### src/rtl/pipe_hazard_ctrl_if.sv
// Decoded-stage hazard information from the pipeline and the stall/flush/busy controls
// returned to it by pipe_hazard_ctrl.
interface pipe_hazard_ctrl_if;
  logic [4:0] RsD;
  logic [4:0] RtD;
  logic       UseRsD;
  logic       UseRtD;
  logic       BranchD;
  logic       MdUseD;
  logic       RegWriteE;
  logic       MemToRegE;
  logic [4:0] WriteRegE;
  logic       RegWriteM;
  logic       MemToRegM;
  logic [4:0] WriteRegM;
  logic       MdStartE;
  logic       MdIsDivE;
  logic       ExcReqM;
  logic       EretM;
  logic       StallF;
  logic       StallD;
  logic       FlushD;
  logic       FlushE;
  logic       FlushM;
  logic       MdBusy;
  logic [3:0] MdCount;

  modport master (
    output RsD, RtD, UseRsD, UseRtD, BranchD, MdUseD,
    output RegWriteE, MemToRegE, WriteRegE, RegWriteM, MemToRegM, WriteRegM,
    output MdStartE, MdIsDivE, ExcReqM, EretM,
    input  StallF, StallD, FlushD, FlushE, FlushM, MdBusy, MdCount
  );

  modport slave (
    input  RsD, RtD, UseRsD, UseRtD, BranchD, MdUseD,
    input  RegWriteE, MemToRegE, WriteRegE, RegWriteM, MemToRegM, WriteRegM,
    input  MdStartE, MdIsDivE, ExcReqM, EretM,
    output StallF, StallD, FlushD, FlushE, FlushM, MdBusy, MdCount
  );
endinterface

### src/rtl/pipe_hazard_ctrl.sv
// Hazard detection and stall/flush sequencing for the five-stage MIPS pipeline, including
// the multiply/divide busy counter.
module pipe_hazard_ctrl #(
  parameter int unsigned MULT_CYCLES = 5,
  parameter int unsigned DIV_CYCLES  = 10
) (
  input  logic                clk,
  input  logic                reset,
  pipe_hazard_ctrl_if.slave   hz
);

  localparam logic [3:0] MultCnt = 4'(MULT_CYCLES);
  localparam logic [3:0] DivCnt  = 4'(DIV_CYCLES);

  logic [3:0] md_count_q, md_count_d;
  logic       md_busy;
  logic       lw_stall, br_stall, md_stall, stall, exc;
  logic       rs_hit_e, rt_hit_e, rs_hit_m, rt_hit_m;

  // Register 0 is never a real destination, so it never matches.
  function automatic logic dest_match(input logic we, input logic [4:0] wr,
                                      input logic [4:0] r);
    return we && (wr == r) && (r != 5'd0);
  endfunction

  always_comb begin
    rs_hit_e = dest_match(hz.RegWriteE, hz.WriteRegE, hz.RsD);
    rt_hit_e = dest_match(hz.RegWriteE, hz.WriteRegE, hz.RtD);
    rs_hit_m = dest_match(hz.RegWriteM, hz.WriteRegM, hz.RsD);
    rt_hit_m = dest_match(hz.RegWriteM, hz.WriteRegM, hz.RtD);

    md_busy  = (md_count_q != 4'd0);
    exc      = hz.ExcReqM || hz.EretM;

    lw_stall = hz.MemToRegE && ((hz.UseRsD && rs_hit_e) || (hz.UseRtD && rt_hit_e));
    br_stall = hz.BranchD && (rs_hit_e || rt_hit_e ||
                              (hz.MemToRegM && (rs_hit_m || rt_hit_m)));
    md_stall = hz.MdUseD && (md_busy || hz.MdStartE);
    stall    = lw_stall || br_stall || md_stall;
  end

  // An exception flushes everything and overrides any stall.
  assign hz.StallF  = stall && !exc;
  assign hz.StallD  = stall && !exc;
  assign hz.FlushE  = stall || exc;
  assign hz.FlushD  = exc;
  assign hz.FlushM  = exc;
  assign hz.MdBusy  = md_busy;
  assign hz.MdCount = md_count_q;

  // A start whose E instruction is being flushed is ignored; a running op keeps counting.
  always_comb begin
    md_count_d = md_count_q;
    if (hz.MdStartE && !exc) begin
      md_count_d = hz.MdIsDivE ? DivCnt : MultCnt;
    end else if (md_busy) begin
      md_count_d = md_count_q - 4'd1;
    end
  end

  always_ff @(posedge clk) begin
    if (reset) begin
      md_count_q <= 4'd0;
    end else begin
      md_count_q <= md_count_d;
    end
  end

endmodule

### src/flat_wrapper.sv
// flat-port wrapper written by rule: the top's interface ports become plain ports
module pipe_hazard_ctrl_flat 
#(
  parameter int unsigned MULT_CYCLES = 5,
  parameter int unsigned DIV_CYCLES  = 10
)
  (clk, reset, hz_RsD, hz_RtD, hz_UseRsD, hz_UseRtD, hz_BranchD, hz_MdUseD, hz_RegWriteE, hz_MemToRegE, hz_WriteRegE, hz_RegWriteM, hz_MemToRegM, hz_WriteRegM, hz_MdStartE, hz_MdIsDivE, hz_ExcReqM, hz_EretM, hz_StallF, hz_StallD, hz_FlushD, hz_FlushE, hz_FlushM, hz_MdBusy, hz_MdCount);
  pipe_hazard_ctrl_if hz_i ();
  input  logic clk;
  input  logic reset;
  input wire logic [$bits(hz_i.RsD)-1:0] hz_RsD;
  input wire logic [$bits(hz_i.RtD)-1:0] hz_RtD;
  input wire logic [$bits(hz_i.UseRsD)-1:0] hz_UseRsD;
  input wire logic [$bits(hz_i.UseRtD)-1:0] hz_UseRtD;
  input wire logic [$bits(hz_i.BranchD)-1:0] hz_BranchD;
  input wire logic [$bits(hz_i.MdUseD)-1:0] hz_MdUseD;
  input wire logic [$bits(hz_i.RegWriteE)-1:0] hz_RegWriteE;
  input wire logic [$bits(hz_i.MemToRegE)-1:0] hz_MemToRegE;
  input wire logic [$bits(hz_i.WriteRegE)-1:0] hz_WriteRegE;
  input wire logic [$bits(hz_i.RegWriteM)-1:0] hz_RegWriteM;
  input wire logic [$bits(hz_i.MemToRegM)-1:0] hz_MemToRegM;
  input wire logic [$bits(hz_i.WriteRegM)-1:0] hz_WriteRegM;
  input wire logic [$bits(hz_i.MdStartE)-1:0] hz_MdStartE;
  input wire logic [$bits(hz_i.MdIsDivE)-1:0] hz_MdIsDivE;
  input wire logic [$bits(hz_i.ExcReqM)-1:0] hz_ExcReqM;
  input wire logic [$bits(hz_i.EretM)-1:0] hz_EretM;
  output wire logic [$bits(hz_i.StallF)-1:0] hz_StallF;
  output wire logic [$bits(hz_i.StallD)-1:0] hz_StallD;
  output wire logic [$bits(hz_i.FlushD)-1:0] hz_FlushD;
  output wire logic [$bits(hz_i.FlushE)-1:0] hz_FlushE;
  output wire logic [$bits(hz_i.FlushM)-1:0] hz_FlushM;
  output wire logic [$bits(hz_i.MdBusy)-1:0] hz_MdBusy;
  output wire logic [$bits(hz_i.MdCount)-1:0] hz_MdCount;
  assign hz_i.RsD = hz_RsD;
  assign hz_i.RtD = hz_RtD;
  assign hz_i.UseRsD = hz_UseRsD;
  assign hz_i.UseRtD = hz_UseRtD;
  assign hz_i.BranchD = hz_BranchD;
  assign hz_i.MdUseD = hz_MdUseD;
  assign hz_i.RegWriteE = hz_RegWriteE;
  assign hz_i.MemToRegE = hz_MemToRegE;
  assign hz_i.WriteRegE = hz_WriteRegE;
  assign hz_i.RegWriteM = hz_RegWriteM;
  assign hz_i.MemToRegM = hz_MemToRegM;
  assign hz_i.WriteRegM = hz_WriteRegM;
  assign hz_i.MdStartE = hz_MdStartE;
  assign hz_i.MdIsDivE = hz_MdIsDivE;
  assign hz_i.ExcReqM = hz_ExcReqM;
  assign hz_i.EretM = hz_EretM;
  assign hz_StallF = hz_i.StallF;
  assign hz_StallD = hz_i.StallD;
  assign hz_FlushD = hz_i.FlushD;
  assign hz_FlushE = hz_i.FlushE;
  assign hz_FlushM = hz_i.FlushM;
  assign hz_MdBusy = hz_i.MdBusy;
  assign hz_MdCount = hz_i.MdCount;
  pipe_hazard_ctrl #(.MULT_CYCLES(MULT_CYCLES), .DIV_CYCLES(DIV_CYCLES)) u_core (.clk(clk), .reset(reset), .hz(hz_i));
endmodule
### config.mk
export PLATFORM = sky130hd
export DESIGN_NAME = pipe_hazard_ctrl_flat
export DESIGN_NICKNAME = d
export VERILOG_FILES = /design/src/rtl/pipe_hazard_ctrl_if.sv /design/src/rtl/pipe_hazard_ctrl.sv /design/src/flat_wrapper.sv
export SDC_FILE = /design/constraint.sdc
export NUM_CORES = 1
export LEC_CHECK = 0
export CORE_MARGIN = 4
export CORE_UTILIZATION = 34
export CTS_BUF_LIST = sky130_fd_sc_hd__clkbuf_16
export DETAILED_ROUTE_END_ITERATION = 10
export HOLD_SLACK_MARGIN = 0.03
export PLACE_DENSITY = 0.83
export REMOVE_ABC_BUFFERS = 1
export SLEW_MARGIN = 10
export SYNTH_ARGS = -nofsm -noshare
export SYNTH_HDL_FRONTEND = slang
export SYNTH_SLANG_ARGS = --single-unit
export TNS_END_PERCENT = 50
### constraint.sdc
create_clock -name clk -period 3.5 [get_ports clk]
set_input_delay 0.7 -clock clk [delete_from_list [all_inputs] [get_ports clk]]
set_output_delay 0.7 -clock clk [all_outputs]
set_load 0.01 [all_outputs]
==> results of run 1 <==
==> layer usage <==
metal | part of all wire | wire length [um] | GRT usage
met5 | 0 | 0 | 0
met2 | 0.55 | 1040 | 0.327
met3 | 0.042 | 79 | 0.0338
met4 | 0.011 | 21 | 0.0484
met1 | 0.39 | 736 | 0.185
==> cell families (layout without fill, tap and decap cells) <==
group	Yosys count	count (layout)
simple gates	26	26
xor+xnor	23	23
compound gates	10	10
buf+inv	5	54
flops	4	4
fa+ha+maj	2	2
==> worst max-delay path, cell delays in order <==
cell	delay, ps
clkdlybuf4s50_1	460
or4_1	560
nor2_2	120
nor4_1	80
a221oi_2	290
a31oi_1	140
dlygate4sd2_1	310
==> worst max-delay path by stage <==
stage / startpoint / to / slack [ps] / cells after the start
CTS: hz_RtD[2] / hz_StallD / 130 / 7
floorplan: hz_RtD[1] / hz_StallD / 920 / 5
global placement: hz_RsD[3] / hz_StallD / 20 / 7
detailed placement: hz_RtD[2] / hz_StallD / -80 / 7
global route: hz_RsD[4] / hz_StallD / 20 / 7
finish: hz_RtD[2] / hz_StallD / 140 / 7
==> cell usage after synthesis, drive strengths merged <==
cell type	number	area (um2)
xnor2	13	114
xor2	10	87.6
nor2	7	31.3
dfxtp	4	80.1
nand3	4	20.0
nor4	4	25.0
a21oi	3	15.0
inv	3	11.3
nand2	3	11.3
nand4	3	18.8
a31oi	2	12.5
and2	2	12.5
buf	2	15.0
ha	2	25.0
or4	2	15.0
a221oi	1	15.0
nor3	1	5.00
o2111ai	1	8.76
o211ai	1	7.51
o21a	1	7.51
o21ai	1	5.00
==> repair_timing <==
action	in CTS	in global routing
hold buffers	0	0
gates resized for setup	3	0
setup endpoints to repair	3	0
==> power by group through the flow <==
stage / clock (mW) / sequential, mW / combinational (mW)
finish: 0.172 / 0.0835 / 0.290
global route: 0.178 / 0.0862 / 0.319
global placement: 0 / 0.0831 / 0.280
CTS: 0.174 / 0.0837 / 0.293
detailed placement: 0 / 0.0847 / 0.293
floorplan: 0 / 0.0906 / 0.142
==> area by class of cell <==
cell class,instances,area (um2),share of cell area
inverters,3,11.3,0.0104
well taps,16,20.0,0.0184
flip-flops and latches,4,80.1,0.0736
repair buffers,48,464,0.427
multi-input cells,61,437,0.402
clock buffers,3,75.1,0.0690
==> out/qor.yml, run 1 <==
run_status:
  status: "completed"
clock_tree:
  clk_latency_ps: 220
  clk_pin_slew_ps: 30
  clockBufferDepth: 2
  ctsHtreeMaxLevel: 1
  cts_tree: "yes"
  cts-root-buf: "clkbuf_16"
  cts_buffers: 3
  cts.sinks: 4
  post_cts_buffers: 0
critical_path:
  crit_arrival_ps: 2660
  path_max_fanout: 3
  r2r-start: "u_core.hz.MdCount[0]"
  required_ps: 2800
  cp-start-kind: "input pin"
  reg2reg_depth: 6
  endpoint_kind: "output port"
  r2r_end: "u_core.hz.MdCount[0]"
  r2r_slack_ps: 2230
  worst-setup-path-type: "input pin to output port"
timing:
  timing.slew.headroom: 0.724
  finalMaxSlewViolations: 0
  setup_tns_ps: 0
  tightest_slew_ps: 411
  finClkSkew_ps: 2.03
  rsz0062_at_grt: "false"
  fmax_mhz: 297
  whs_ps: 623
  setup_viol: 0
  fin_crit_ps: 3360
  finalCritPeriodShare: 0.961
  setup_slack_ps: 135
  hold_violations: 0
finish:
  final_common_cell: "clkdlybuf4s50_1"
  final_cells: 135
  fin_nets: 157
  insertedDiodeCount: 0
  largest_register_ffs: 4
  drive_gt1_frac: 0.0924
  fin_area_um2: 1090
  layout.cells.most_common_list: "40 x clkdlybuf4s50_1, 13 x xnor2_1, 10 x xor2_1"
  n_fill_cell: 122
  syn_to_final_growth_pct: 100
  utilization: 0.722
synthesis:
  postSynthCellCount: 70
  synth_xor_xnor_area_share: 0.371
  synth_compound_gate_area_share: 0.131
  synth_fa_ha_area_frac: 0.0461
  yosysWarnings: 0
  synth_top_family_by_area: "XOR/XNOR gates"
  ys_types: 22
  synth_mux_area_frac: 0
  netlist_area_um2: 543
  yosys.area_share.simple: 0.256
  syn_area_per_cell_um2: 7.76
  synth_seq_cells: 4
  synth_seq_area_share: 0.147
power:
  peakVddDrop_uv: 523
  switching_share: 0.320
  clkPwrFrac: 0.316
  switchingPower_mw: 0.175
  p_int_mw: 0.371
  power_frac_seq: 0.153
  p_leak_nw: 0.418
  p_total_mw: 0.546
  p_comb_frac: 0.531
  power.density_nw_per_um2: 502
job:
  maxCapViolCount: 0
placed_design:
  dp_cells: 132
  io_buffers: 43
  dpl.hpwl_mm: 1.72
  pre_cts_slack_ps: -79.1
  gp_congestion: 0.817
  place_area_um2: 1020
detailed_routing:
  num_vias: 671
  drt-initial-drc-count: 10
  wl_per_cell_um: 13.9
  drc: 0
  first_pass_iters: 4
  antenna_left: 0
  wl_mm: 1.88
  viasPerCell: 4.97
worst_hold_path:
  hold-path-endpoint: "u_core.hz.MdCount[3]"
  hold_class: "flop to flop"
  hold_path_depth: 3
  hold_start: "u_core.hz.MdCount[3]"
grt:
  grt-ovfl-total: 0
  grt_usage: 0.170
  grt_pass1_vias: 683
  grt_max_degree: 8
  grt_pass1_wl_mm: 2.73
  antenna_found_initial: 0
floorplan:
  start_util: 0.360
  die_w_um: 48.0
  die_y_um: 48.0
  dieArea_um2: 2300
  coreArea_um2: 1510
  fp-row-count: 14
  io_pins: 44
(Power assumes the default switching activity.)
==> run 2, diff against run 1 <==
--- a/config.mk
+++ b/config.mk
@@ -11,7 +11,7 @@
 export DETAILED_ROUTE_END_ITERATION = 10
 export HOLD_SLACK_MARGIN = 0.03
 export PLACE_DENSITY = 0.83
-export REMOVE_ABC_BUFFERS = 1
+export SKIP_LAST_GASP = 1
 export SLEW_MARGIN = 10
 export SYNTH_ARGS = -nofsm -noshare
 export SYNTH_HDL_FRONTEND = slang
==> out/qor.yml, run 2 (synthesis results as in run 1) <==
placed_design:
  io_buffers: 43  # unchanged
  pre_cts_slack_ps: -60.7  # +18.4 ps
  dp_cells: 132  # unchanged
  gp_congestion: 0.787  # -3.7%
  dpl.hpwl_mm: 1.65  # -4.3%
grt:
  grt-ovfl-total: 0  # unchanged
  grt_pass1_vias: 695  # +1.8%
  grt_usage: 0.164  # -0.00679
  grt_pass1_wl_mm: 2.72  # -0.26%
  antenna_found_initial: 0  # unchanged
  grt_max_degree: 8  # unchanged
clock_tree:
  ctsHtreeMaxLevel: 1  # unchanged
  post_cts_buffers: 0  # unchanged
  clockBufferDepth: 2  # unchanged
  cts_hold_buffers: 0  # unchanged
  clk_latency_ps: 220  # about the same
  cts_tree: "yes"
  cts.sinks: 4  # unchanged
  cts_buffers: 3  # unchanged
  clk_pin_slew_ps: 30  # about the same
  cts-root-buf: "clkbuf_16"
detailed_routing:
  wl_mm: 1.85  # -1.4%
  viasPerCell: 5.04  # +1.5%
  num_vias: 681  # +1.5%
  antenna_left: 0  # unchanged
  wl_per_cell_um: 13.7  # -1.4%
  first_pass_iters: 4  # unchanged
  drc: 0  # unchanged
  drt-initial-drc-count: 6  # -4
power:
  peakVddDrop_uv: 571  # +9.2%
  p_leak_nw: 0.432  # +3.5%
  power.density_nw_per_um2: 490  # -2.4%
synthesis:
  syn_nets: 106
critical_path:
  critPathLaunch: "hz_RtD[2]"
  reg2reg_depth: 6  # unchanged
  path_max_fanout: 3  # unchanged
  crit_end: "hz_FlushE"
  r2r-start: "u_core.hz.MdCount[0]"
  r2r_end: "u_core.hz.MdCount[0]"
  endpoint_kind: "output port"
  worst-setup-path-type: "input pin to output port"
  r2r_slack_ps: 2240  # about the same
  crit_arrival_ps: 2880  # +220 ps
  cp-start-kind: "input pin"
  required_ps: 2800  # about the same
finish:
  final_cells: 135  # unchanged
  drive_gt1_frac: 0.109  # +0.0168
  n_fill_cell: 108  # -11%
  syn_to_final_growth_pct: 103
  largest_register_ffs: 4  # unchanged
  register_area_um2: 80.1  # unchanged
  multi_input_area_um2: 449  # +2.9%
  fin_nets: 157  # unchanged
  utilization: 0.733  # +0.0116
  insertedDiodeCount: 0  # unchanged
  final_common_cell: "clkdlybuf4s50_1"
  layout.cells.most_common_list: "41 x clkdlybuf4s50_1, 13 x xnor2_1, 10 x xor2_1"
floorplan:
  dieArea_um2: 2300  # unchanged
  coreArea_um2: 1510  # unchanged
  start_util: 0.360  # unchanged
  fp-row-count: 14  # unchanged
  die_y_um: 48.0  # unchanged
  io_pins: 44  # unchanged
  die_w_um: 48.0  # unchanged
timing:
  finClkSkew_ps: 0.0609  # -1.97 ps
  rsz0062_at_grt: "true"
  finalCritPeriodShare: 1.02  # +0.0620
  setup_viol: 1  # +1
  hold_violations: 0  # unchanged
  setup_tns_ps: -81.6  # -81.6 ps
  timing.slew.headroom: 0.801  # +0.0778
  finalMaxSlewViolations: 0  # unchanged
  tightest_slew_ps: 295  # -116 ps
  setup_slack_ps: -81.6  # -217 ps
  fin_crit_ps: 3580  # +217 ps
  fmax_mhz: 279  # -6.1%
run_status:
  status: "complete, but fails checks"
  violations: "setup timing"
job:
  maxCapViolCount: 0  # unchanged
worst_hold_path:
  hold_class: "flop to flop"
## run 2: worst min-delay path by stage
stage                               from  depth (start not counted)  slack, ps                    to
floorplan           u_core.hz.MdCount[1]                          2        620  u_core.hz.MdCount[1]
global placement    u_core.hz.MdCount[3]                          3        610  u_core.hz.MdCount[3]
detailed placement  u_core.hz.MdCount[3]                          3        620  u_core.hz.MdCount[3]
CTS                 u_core.hz.MdCount[3]                          3        620  u_core.hz.MdCount[3]
global route        u_core.hz.MdCount[3]                          3        650  u_core.hz.MdCount[3]
finish              u_core.hz.MdCount[3]                          3        620  u_core.hz.MdCount[3]
## run 2: cell type report
type	count	area share
timing repair buffer	48	0.425
multi-input combinational	61	0.407
sequential	4	0.0725
clock buffer	3	0.0680
tap	16	0.0181
inverter	3	0.0102
## run 2: stage by stage
stage	power (mW)	hold WS, ps	cell area, um2
after floorplan	0.235	615	543
after global placement	0.363	611	1020
after detailed placement	0.371	616	1020
after CTS	0.544	620	1100
after global routing	0.577	655	1100
final	0.541	619	1100
## run 2: repair_timing
action                                  in CTS  in global routing
endpoints found under the setup margin       3                  2
gates resized for setup                      2                  2
pin swaps                                    0                  0
hold endpoints to repair                     0                  0
## run 2: report_power, final
part           switching, mW  internal, mW
Combinational          0.125         0.160
Sequential            0.0192        0.0656
Clock                 0.0258         0.145
Total                  0.170         0.371
## run 2: worst max-delay path, stage by stage
cell             delay [ps]
clkdlybuf4s50_1         450
or4_1                   580
nor2_2                  160
nor4_2                   80
a221oi_2                290
nand4_1                 120
clkdlybuf4s50_1         500
## run 2: metal layers
layer	up-vias	share of wire	global-route usage
met2	21	0.53	0.290
met1	310	0.41	0.191
li1	346	-	-
met5	-	0	0
met4	0	0.023	0.0591
met3	4	0.036	0.0338
